`src/rtl/pong_match_controller.sv`:
```
// pong_match_controller: debounced start/pause key plus IDLE/SERVE/PLAY/PAUSE/OVER match sequencing.
`ifndef PLAYER_1_COLOR
`define PLAYER_1_COLOR 3'b100
`endif
`ifndef PLAYER_2_COLOR
`define PLAYER_2_COLOR 3'b001
`endif
module pong_match_controller #(
   parameter int WIN_SCORE       = 7,
   parameter int SERVE_FRAMES    = 60,
   parameter int OVER_FRAMES     = 180,
   parameter int DEBOUNCE_CYCLES = 250000
) (
   input  logic       CLOCK_25,
   input  logic       RESET,
   input  logic       frame_tick,
   input  logic       key0,
   input  logic       miss_1,
   input  logic       miss_2,
   output logic       run,
   output logic       serve_req,
   output logic       serve_side,
   output logic [2:0] score_1,
   output logic [2:0] score_2,
   output logic [2:0] state,
   output logic [2:0] winner_color
);
   localparam logic [2:0] IDLE = 3'd0, SERVE = 3'd1, PLAY = 3'd2, PAUSE = 3'd3, OVER = 3'd4;
   localparam int DW = $clog2(DEBOUNCE_CYCLES + 1);
   logic [1:0] sync_q, sync_d;
   logic db_q, db_d, db_done, press, key_s, won;
   logic [DW-1:0] db_cnt_q, db_cnt_d;
   logic [2:0] state_q, state_d, ret_q, ret_d, score_1_q, score_1_d, score_2_q, score_2_d, winner_q, winner_d;
   logic [2:0] s1_inc, s2_inc;
   logic [7:0] frame_q, frame_d, frame_inc;
   logic side_q, side_d, serve_req_q, serve_req_d;
   // debounced level starts "released"; a press is the high-to-low flip of that level
   always_comb begin
      sync_d   = {sync_q[0], key0};
      key_s    = sync_q[1];
      db_done  = db_cnt_q == DW'(DEBOUNCE_CYCLES - 1);
      db_d     = (key_s != db_q && db_done) ? key_s : db_q;
      db_cnt_d = (key_s == db_q || db_done) ? '0 : db_cnt_q + 1'b1;
      press    = db_q & ~key_s & db_done;
   end
   always_comb begin
      state_d     = state_q;
      ret_d       = ret_q;
      frame_d     = frame_q;
      score_1_d   = score_1_q;
      score_2_d   = score_2_q;
      winner_d    = winner_q;
      side_d      = side_q;
      serve_req_d = 1'b0;
      won         = 1'b0;
      frame_inc   = frame_q + 8'd1;
      s1_inc      = score_1_q + 3'd1;
      s2_inc      = score_2_q + 3'd1;
      case (state_q)
         IDLE: if (press) begin
            state_d     = SERVE;
            score_1_d   = '0;
            score_2_d   = '0;
            winner_d    = '0;
            side_d      = 1'b0;
            frame_d     = '0;
            serve_req_d = 1'b1;
         end
         SERVE: if (press) begin
            ret_d   = SERVE;
            state_d = PAUSE;
         end else if (frame_tick) begin
            frame_d = frame_inc == 8'(SERVE_FRAMES) ? 8'd0 : frame_inc;
            state_d = frame_inc == 8'(SERVE_FRAMES) ? PLAY : SERVE;
         end
         PLAY: if (miss_1 || miss_2) begin
            // miss_1 has priority; a press in the same cycle is dropped
            if (miss_1) begin
               score_2_d = s2_inc;
               side_d    = 1'b0;
               won       = s2_inc == 3'(WIN_SCORE);
               winner_d  = won ? `PLAYER_2_COLOR : winner_q;
            end else begin
               score_1_d = s1_inc;
               side_d    = 1'b1;
               won       = s1_inc == 3'(WIN_SCORE);
               winner_d  = won ? `PLAYER_1_COLOR : winner_q;
            end
            frame_d     = '0;
            state_d     = won ? OVER : SERVE;
            serve_req_d = ~won;
         end else if (press) begin
            ret_d   = PLAY;
            state_d = PAUSE;
         end
         PAUSE: state_d = press ? ret_q : PAUSE;
         OVER: if (press) begin
            state_d = IDLE;
            frame_d = '0;
         end else if (frame_tick) begin
            frame_d = frame_inc == 8'(OVER_FRAMES) ? 8'd0 : frame_inc;
            state_d = frame_inc == 8'(OVER_FRAMES) ? IDLE : OVER;
         end
         default: state_d = IDLE;
      endcase
   end
   always_ff @(posedge CLOCK_25 or posedge RESET) begin
      if (RESET) begin
         sync_q      <= 2'b11;
         db_q        <= 1'b1;
         db_cnt_q    <= '0;
         state_q     <= IDLE;
         ret_q       <= IDLE;
         frame_q     <= '0;
         score_1_q   <= '0;
         score_2_q   <= '0;
         winner_q    <= '0;
         side_q      <= 1'b0;
         serve_req_q <= 1'b0;
      end else begin
         sync_q      <= sync_d;
         db_q        <= db_d;
         db_cnt_q    <= db_cnt_d;
         state_q     <= state_d;
         ret_q       <= ret_d;
         frame_q     <= frame_d;
         score_1_q   <= score_1_d;
         score_2_q   <= score_2_d;
         winner_q    <= winner_d;
         side_q      <= side_d;
         serve_req_q <= serve_req_d;
      end
   end
   assign run          = state_q == PLAY;
   assign serve_req    = serve_req_q;
   assign serve_side   = side_q;
   assign score_1      = score_1_q;
   assign score_2      = score_2_q;
   assign state        = state_q;
   assign winner_color = winner_q;
endmodule

```
`config.mk`:
```
export PLATFORM = sky130hd
export DESIGN_NAME = pong_match_controller
export DESIGN_NICKNAME = d
export VERILOG_FILES = /design/src/rtl/pong_match_controller.sv
export SDC_FILE = /design/constraint.sdc
export NUM_CORES = 1
export LEC_CHECK = 0
export CAP_MARGIN = 20
export CORE_MARGIN = 2
export CORE_UTILIZATION = 35
export DETAILED_ROUTE_END_ITERATION = 8
export PLACE_DENSITY_LB_ADDON = 0.2
export SETUP_SLACK_MARGIN = 0.15
export SLEW_MARGIN = 10
export SYNTH_ARGS = -nofsm -noshare
export SYNTH_HDL_FRONTEND = slang
export SYNTH_SLANG_ARGS = --single-unit
export TNS_END_PERCENT = 1
```
`constraint.sdc`:
```
create_clock -name CLOCK_25 -period 2.8 [get_ports CLOCK_25]
set_input_delay 0.56 -clock CLOCK_25 [delete_from_list [all_inputs] [get_ports CLOCK_25]]
set_output_delay 0.56 -clock CLOCK_25 [all_outputs]
set_load 0.01 [all_outputs]
```
==> results of run 1 <==
==> flip-flops by register name, summed over array words and instances, names as in the netlist <==
| signal | flops |
|---|---|
| frame_q | 8 |
| ret_q | 2 |
| state | 3 |
| sync_q | 2 |
| score_1 | 3 |
| serve_req | 1 |
| db_q | 1 |
| db_cnt_q | 18 |
| serve_side | 1 |
| winner_color | 2 |
| score_2 | 3 |
==> routing by layer <==
metal,vias to the layer above,track usage
met4,0,0.04408
met3,10,0.03078
met2,37,0.2293
met5,-,0
li1,1024,-
met1,951,0.2034
==> power by group through the flow <==
stage               logic (mW)  registers [mW]  clock network (mW)
floorplan               0.0281           0.656                   0
global placement        0.0462           0.657                   0
detailed placement      0.0466           0.657                   0
CTS                     0.0467           0.645               0.460
global route            0.0526           0.645               0.485
finish                  0.0449           0.644               0.441
==> cells by family after synthesis <==
kind of cell             share of synthesized area
buffers and inverters                      0.03825
adder cells (fa/ha/maj)                    0.03974
XOR/XNOR                                   0.05911
multiplexers                              0.008445
other                                     0.001489
AO/OA/AOI/OAI                               0.1823
AND/OR/NAND/NOR                             0.2320
flip-flops                                  0.4386
==> stage by stage <==
stage | hold WS (ns) | setup slack, ns
after floorplan | 0.3452 | 0.7678
after global placement | 0.3460 | 0.4822
after detailed placement | 0.3468 | 0.4573
after CTS | 0.3586 | 0.4620
after global routing | 0.3668 | 0.3657
final | 0.3572 | 0.4722
==> worst paths after layout <==
kind	slack [ns]	depth (start not counted)	start	to
worst max-delay path	0.47	2	state[2]	run
worst min-delay path	0.36	0	sync_q[0]	sync_q[1]
worst max register to register	0.52	6	db_cnt_q[5]	frame_q[5]
worst min register to register	0.36	0	sync_q[0]	sync_q[1]
max in group asynchronous	1.63	3	RESET	state[0]
min in group asynchronous	0.62	2	RESET	db_cnt_q[13]
==> cell usage after synthesis (2+ instances only) <==
library cell   n  area [um^2]
dfrtp_1       41         1026
nor2_1        31        116.4
nand2_1       25        93.84
o21ai_0       21        105.1
nand3_1       16        80.08
inv_1         12        45.04
xor2_1        11        96.34
a21oi_1        8        40.04
ha_1           8        100.1
nor3_1         8        40.04
xnor2_1        6        52.55
a22o_1         5        43.79
clkbuf_1       5        18.77
a221o_1        4        40.04
and3_1         4        25.02
nand2b_1       4        25.02
or3_1          4        25.02
a31oi_1        3        18.77
dfstp_2        3        78.83
a21o_1         2        15.01
a32o_1         2        20.02
and2_1         2        12.51
buf_2          2        10.01
nand3_2        2        20.02
nand3b_1       2        15.01
nand4_1        2        12.51
nor2b_1        2        12.51
o21a_1         2        15.01
o22ai_1        2        12.51
o41ai_1        2        17.52
==> critical path: stages (launching register included) <==
cell             delay, ns
dfrtp_1               0.51
nor3_1                0.35
clkdlybuf4s50_1       0.61
==> final cells by class <==
cell class	count	share of cell area
Inverter	13	0.01655
Multi-Input combinational cell	205	0.4468
Sequential cell	44	0.3746
Tap cell	96	0.04073
Timing Repair Buffer	28	0.08740
Clock buffer	8	0.03394
==> flow_summary.ini, run 1 <==
[status]
status = complete, no violations

[setup_path]
end_kind = output pin
crit_required_ns = 2.24
critPathLaunchType = flip-flop
criticalPathCategory = reg2out
cp.arrival_ns = 1.77
crit_fanout = 12

[logic_synthesis]
synth_edf_count = 0
syn-cell-area_mm2 = 0.002519
synthFlopType = dfrtp_1
synth_warnings = 0
avgSynthCellArea_um2 = 9.294
synth_seq_cells = 44
synthArstFlopShare = 1.000
syn_nets = 285
yosysSeqAreaShare = 0.4386
syn_inst = 271
synth_cell_types = 60

[cts]
cts-buffers-inserted = 5
worstSkewPairLatency_ns = 0.30
cts.htree.levels = 2
hold_buffers = 0
cts_tree = yes
post_cts_resized = 0
cts_num_sinks = 44
cts_root_buf = clkbuf_8
clk_pin_slew_ns = 0.08
post-cts-setup-buffers = 0
clock_path_buffers = 2

[routing]
drtIter0Drc = 116
vias = 2022
top_layer = met4
wire_per_inst_um = 13.62
wirelength_um = 5368
wl_met1_um = 2683
drc = 0
firstDrtPassIters = 4
routed-wl-met2_um = 2468
viasPerCell = 5.132
ant_nets = 0
route.met3.wl_um = 152

[power]
seq_power_share = 0.570
power_leakage_nw = 1.188
intPower_uw = 883.0
ir_drop_mv = 0.1576
switchingPower_uw = 247.0
finalPower_mw = 1.130
swShare = 0.2186
clock_power_share = 0.390
p_per_area_mw_per_mm2 = 383.2
combPwrFrac = 0.040

[cells_and_area]
design_area_mm2 = 0.002949
final_cells = 394
multi_input_area_mm2 = 0.001318
layout-drive-gt1-share = 0.1040
final_cell_mix = dfrtp_1 (41), nor2_1 (31), nand2_1 (25)
n_antenna_cell = 0
utilization = 0.4293
final_nets = 311
fill_cells = 692
syn2layout_area_growth_pct = 17.09
seq_area_mm2 = 0.001105
final_common_cell = dfrtp_1

[place]
detailed_place.area_mm2 = 0.002849
dp_hpwl_um = 3925
dp_cells = 386
portBuffers = 19
place_congestion = 0.7870

[timing]
setup_viol = 0
fmax_ghz = 0.4296
min_period_over_period = 0.8314
tns_ns = 0
rsz0062_at_grt = false
clock_skew_ns = 0.006289
hold_viol_final = 0
worst_slew_pin_slew_ns = 0.6016
drv_slew = 0
relSlewSlack = 0.5947
post-route-min-period_ns = 2.328

[hold_path]
hp-class = reg2reg

[die]
start_util = 0.3667
dieHeight_um = 88.83
die-area_mm2 = 0.007891
rows = 30
io_pins = 21
die_w_um = 88.83
core_area_mm2 = 0.006869

[grt]
grt_pass1_vias = 1902
grt_usage = 0.1462
grt_max_degree = 26
grt_pass1_wl_um = 9059
grt_antenna_before_repair = 0
grt.overflow.total = 0

[flow_run]
max_cap_viol_count = 0
Power figures use the tool's default switching activity.
==> inputs of run 2 (changes only) <==
==> constraint.sdc (replaced) <==
create_clock -name CLOCK_25 -period 2.09 [get_ports CLOCK_25]
set_input_delay 0.418 -clock CLOCK_25 [delete_from_list [all_inputs] [get_ports CLOCK_25]]
set_output_delay 0.418 -clock CLOCK_25 [all_outputs]
set_load 0.01 [all_outputs]
==> flow_summary.ini, run 2 (same netlist as run 1, synthesis figures left out) <==
[status]
status = finished, violations left
violations = setup timing

[hold_path]
hp-class = reg2reg

[setup_path]
crit_fanout = 9
crit_required_ns = 2.27
crit_path_max_incr_delay_ns = 0.54
critPathBufInv = 1
end_kind = flip-flop
slowest_stage = or4_4
criticalPathCategory = reg2reg
path_cells = or4_4 > nor3_4 > nand3_2 > o211a_4 > buf_12 > a221o_1
critical-path-top-delay-family = simple AND/OR/NAND/NOR gates
cp.arrival_ns = 2.29
critPathLaunchType = flip-flop

[grt]
grt_pass1_vias = 2121
top_usage_layer = met2
grt_antenna_before_repair = 0
grt.overflow.total = 0
grt_usage = 0.1618
use_met3 = 0.02799
grt_max_degree = 32
use_met2 = 0.2503
met1_usage = 0.2317
grt_pass1_wl_um = 10060

[timing]
fmax_ghz = 0.4754
clock_skew_ns = 0.002308
min_period_over_period = 1.006
rsz0062_at_grt = true
hold_viol_final = 0
setup_slack_ns = -0.01337
setup_viol = 2
post-route-min-period_ns = 2.103
drv_slew = 0

[power]
ir_drop_mv = 0.2942
p_per_area_mw_per_mm2 = 446.7
power_leakage_nw = 1.348
finalPower_mw = 1.472

[cells_and_area]
seq_area_mm2 = 0.001109
regMostFlops = db_cnt_q
syn2layout_area_growth_pct = 30.80
final_cell_mix = dfrtp_1 (38), buf_4 (37), nor2_1 (31)
layout-drive-gt1-share = 0.2317
multi_input_area_mm2 = 0.001429
fill_cells = 689
reg.largest.list = db_cnt_q x18, frame_q x8
final_cells = 424
utilization = 0.4796
n_antenna_cell = 0
final_common_cell = dfrtp_1
final_nets = 341
largest_register_ffs = 18

[place]
dp_hpwl_um = 4150
portBuffers = 19
place_congestion = 0.8209
pre_cts_slack_ns = -0.05990
dp_cells = 415

[routing]
drc = 0
vias = 2125
wire_per_inst_um = 13.47
wirelength_um = 5710
drtIter0Drc = 111
ant_nets = 0
viasPerCell = 5.012
firstDrtPassIters = 5

[cts]
cts_root_buf = clkbuf_8
clk_pin_slew_ns = 0.08
cts_tree = yes
cts.htree.levels = 2
cts-buffers-inserted = 5
cts_num_sinks = 44
worstSkewPairLatency_ns = 0.30
clock_path_buffers = 2

[flow_run]
max_cap_viol_count = 0

[die]
start_util = 0.3667
die_w_um = 88.83
rows = 30
core_area_mm2 = 0.006869
io_pins = 21
die-area_mm2 = 0.007891
dieHeight_um = 88.83
-- run 2: cell types whose count changed in the layout (fill, tap and decap cells not counted), sizes merged --
cell,delta
buf,+30
clkinv,+1
dlygate4sd2,+1
clkdlybuf4s50,-1
clkbuf,-1
-- run 2: per-stage QoR --
stage / setup TNS [ns] / hold WS, ns / instance area, um^2
final: -0.01561 / 0.3574 / 3294
after global placement: -0.1182 / 0.3461 / 3092
after global routing: -0.4932 / 0.3752 / 3294
after floorplan: 0 / 0.3452 / 2519
after CTS: -0.04620 / 0.3593 / 3242
after detailed placement: -0.2362 / 0.3470 / 3092
-- run 2: report_power, final --
group | leakage (nW) | switching, mW | internal, mW
combinational | 0.735 | 0.0424 | 0.0341
sequential | 0.571 | 0.00520 | 0.859
clock | 0.0422 | 0.296 | 0.235
total | 1.35 | 0.344 | 1.13
-- run 2: area by class of cell --
type	instances	share of cell area
clock inverters	1	0.001519
flip-flops and latches	44	0.3365
inverters	13	0.01481
clock buffers	7	0.02317
repair buffers	58	0.1538
multi-input cells	205	0.4337
well taps	96	0.03646
-- run 2: worst paths after layout --
kind,from,end,slack [ns],cells past startpoint
hold / removal,sync_q[0],sync_q[1],0.36,0
max in group asynchronous,RESET,db_q,1.16,3
min in group asynchronous,RESET,score_1[0],0.39,2
hold reg to reg,sync_q[0],sync_q[1],0.36,0
setup / recovery,db_cnt_q[9],frame_q[5],-0.01,6
setup reg to reg,db_cnt_q[9],frame_q[5],-0.01,6
-- run 2: worst reg2reg max path: cells and delay by family (launching register included) --
| kind | cells | cell delay, ns |
|---|---|---|
| AO/OA/AOI/OAI | 2 | 0.61 |
| flip-flops | 1 | 0.38 |
| buffers and inverters | 1 | 0.14 |
| AND/OR/NAND/NOR | 3 | 0.85 |
-- run 2: what timing repair did --
action                     in CTS  in global routing
setup endpoints to repair      20                 38
hold endpoints to repair        0                  0
hold buffers                    0                  0
buffers inserted                1                  0
gates cloned                    0                  0
gates resized for setup        14                 10
pin swaps                       4                  6
-- run 2: routing by layer --
layer	wire length [um]	vias up
met4	61	0
met3	175	5
met1	2886	1013
met5	0	-
met2	2587	33
li1	-	1074
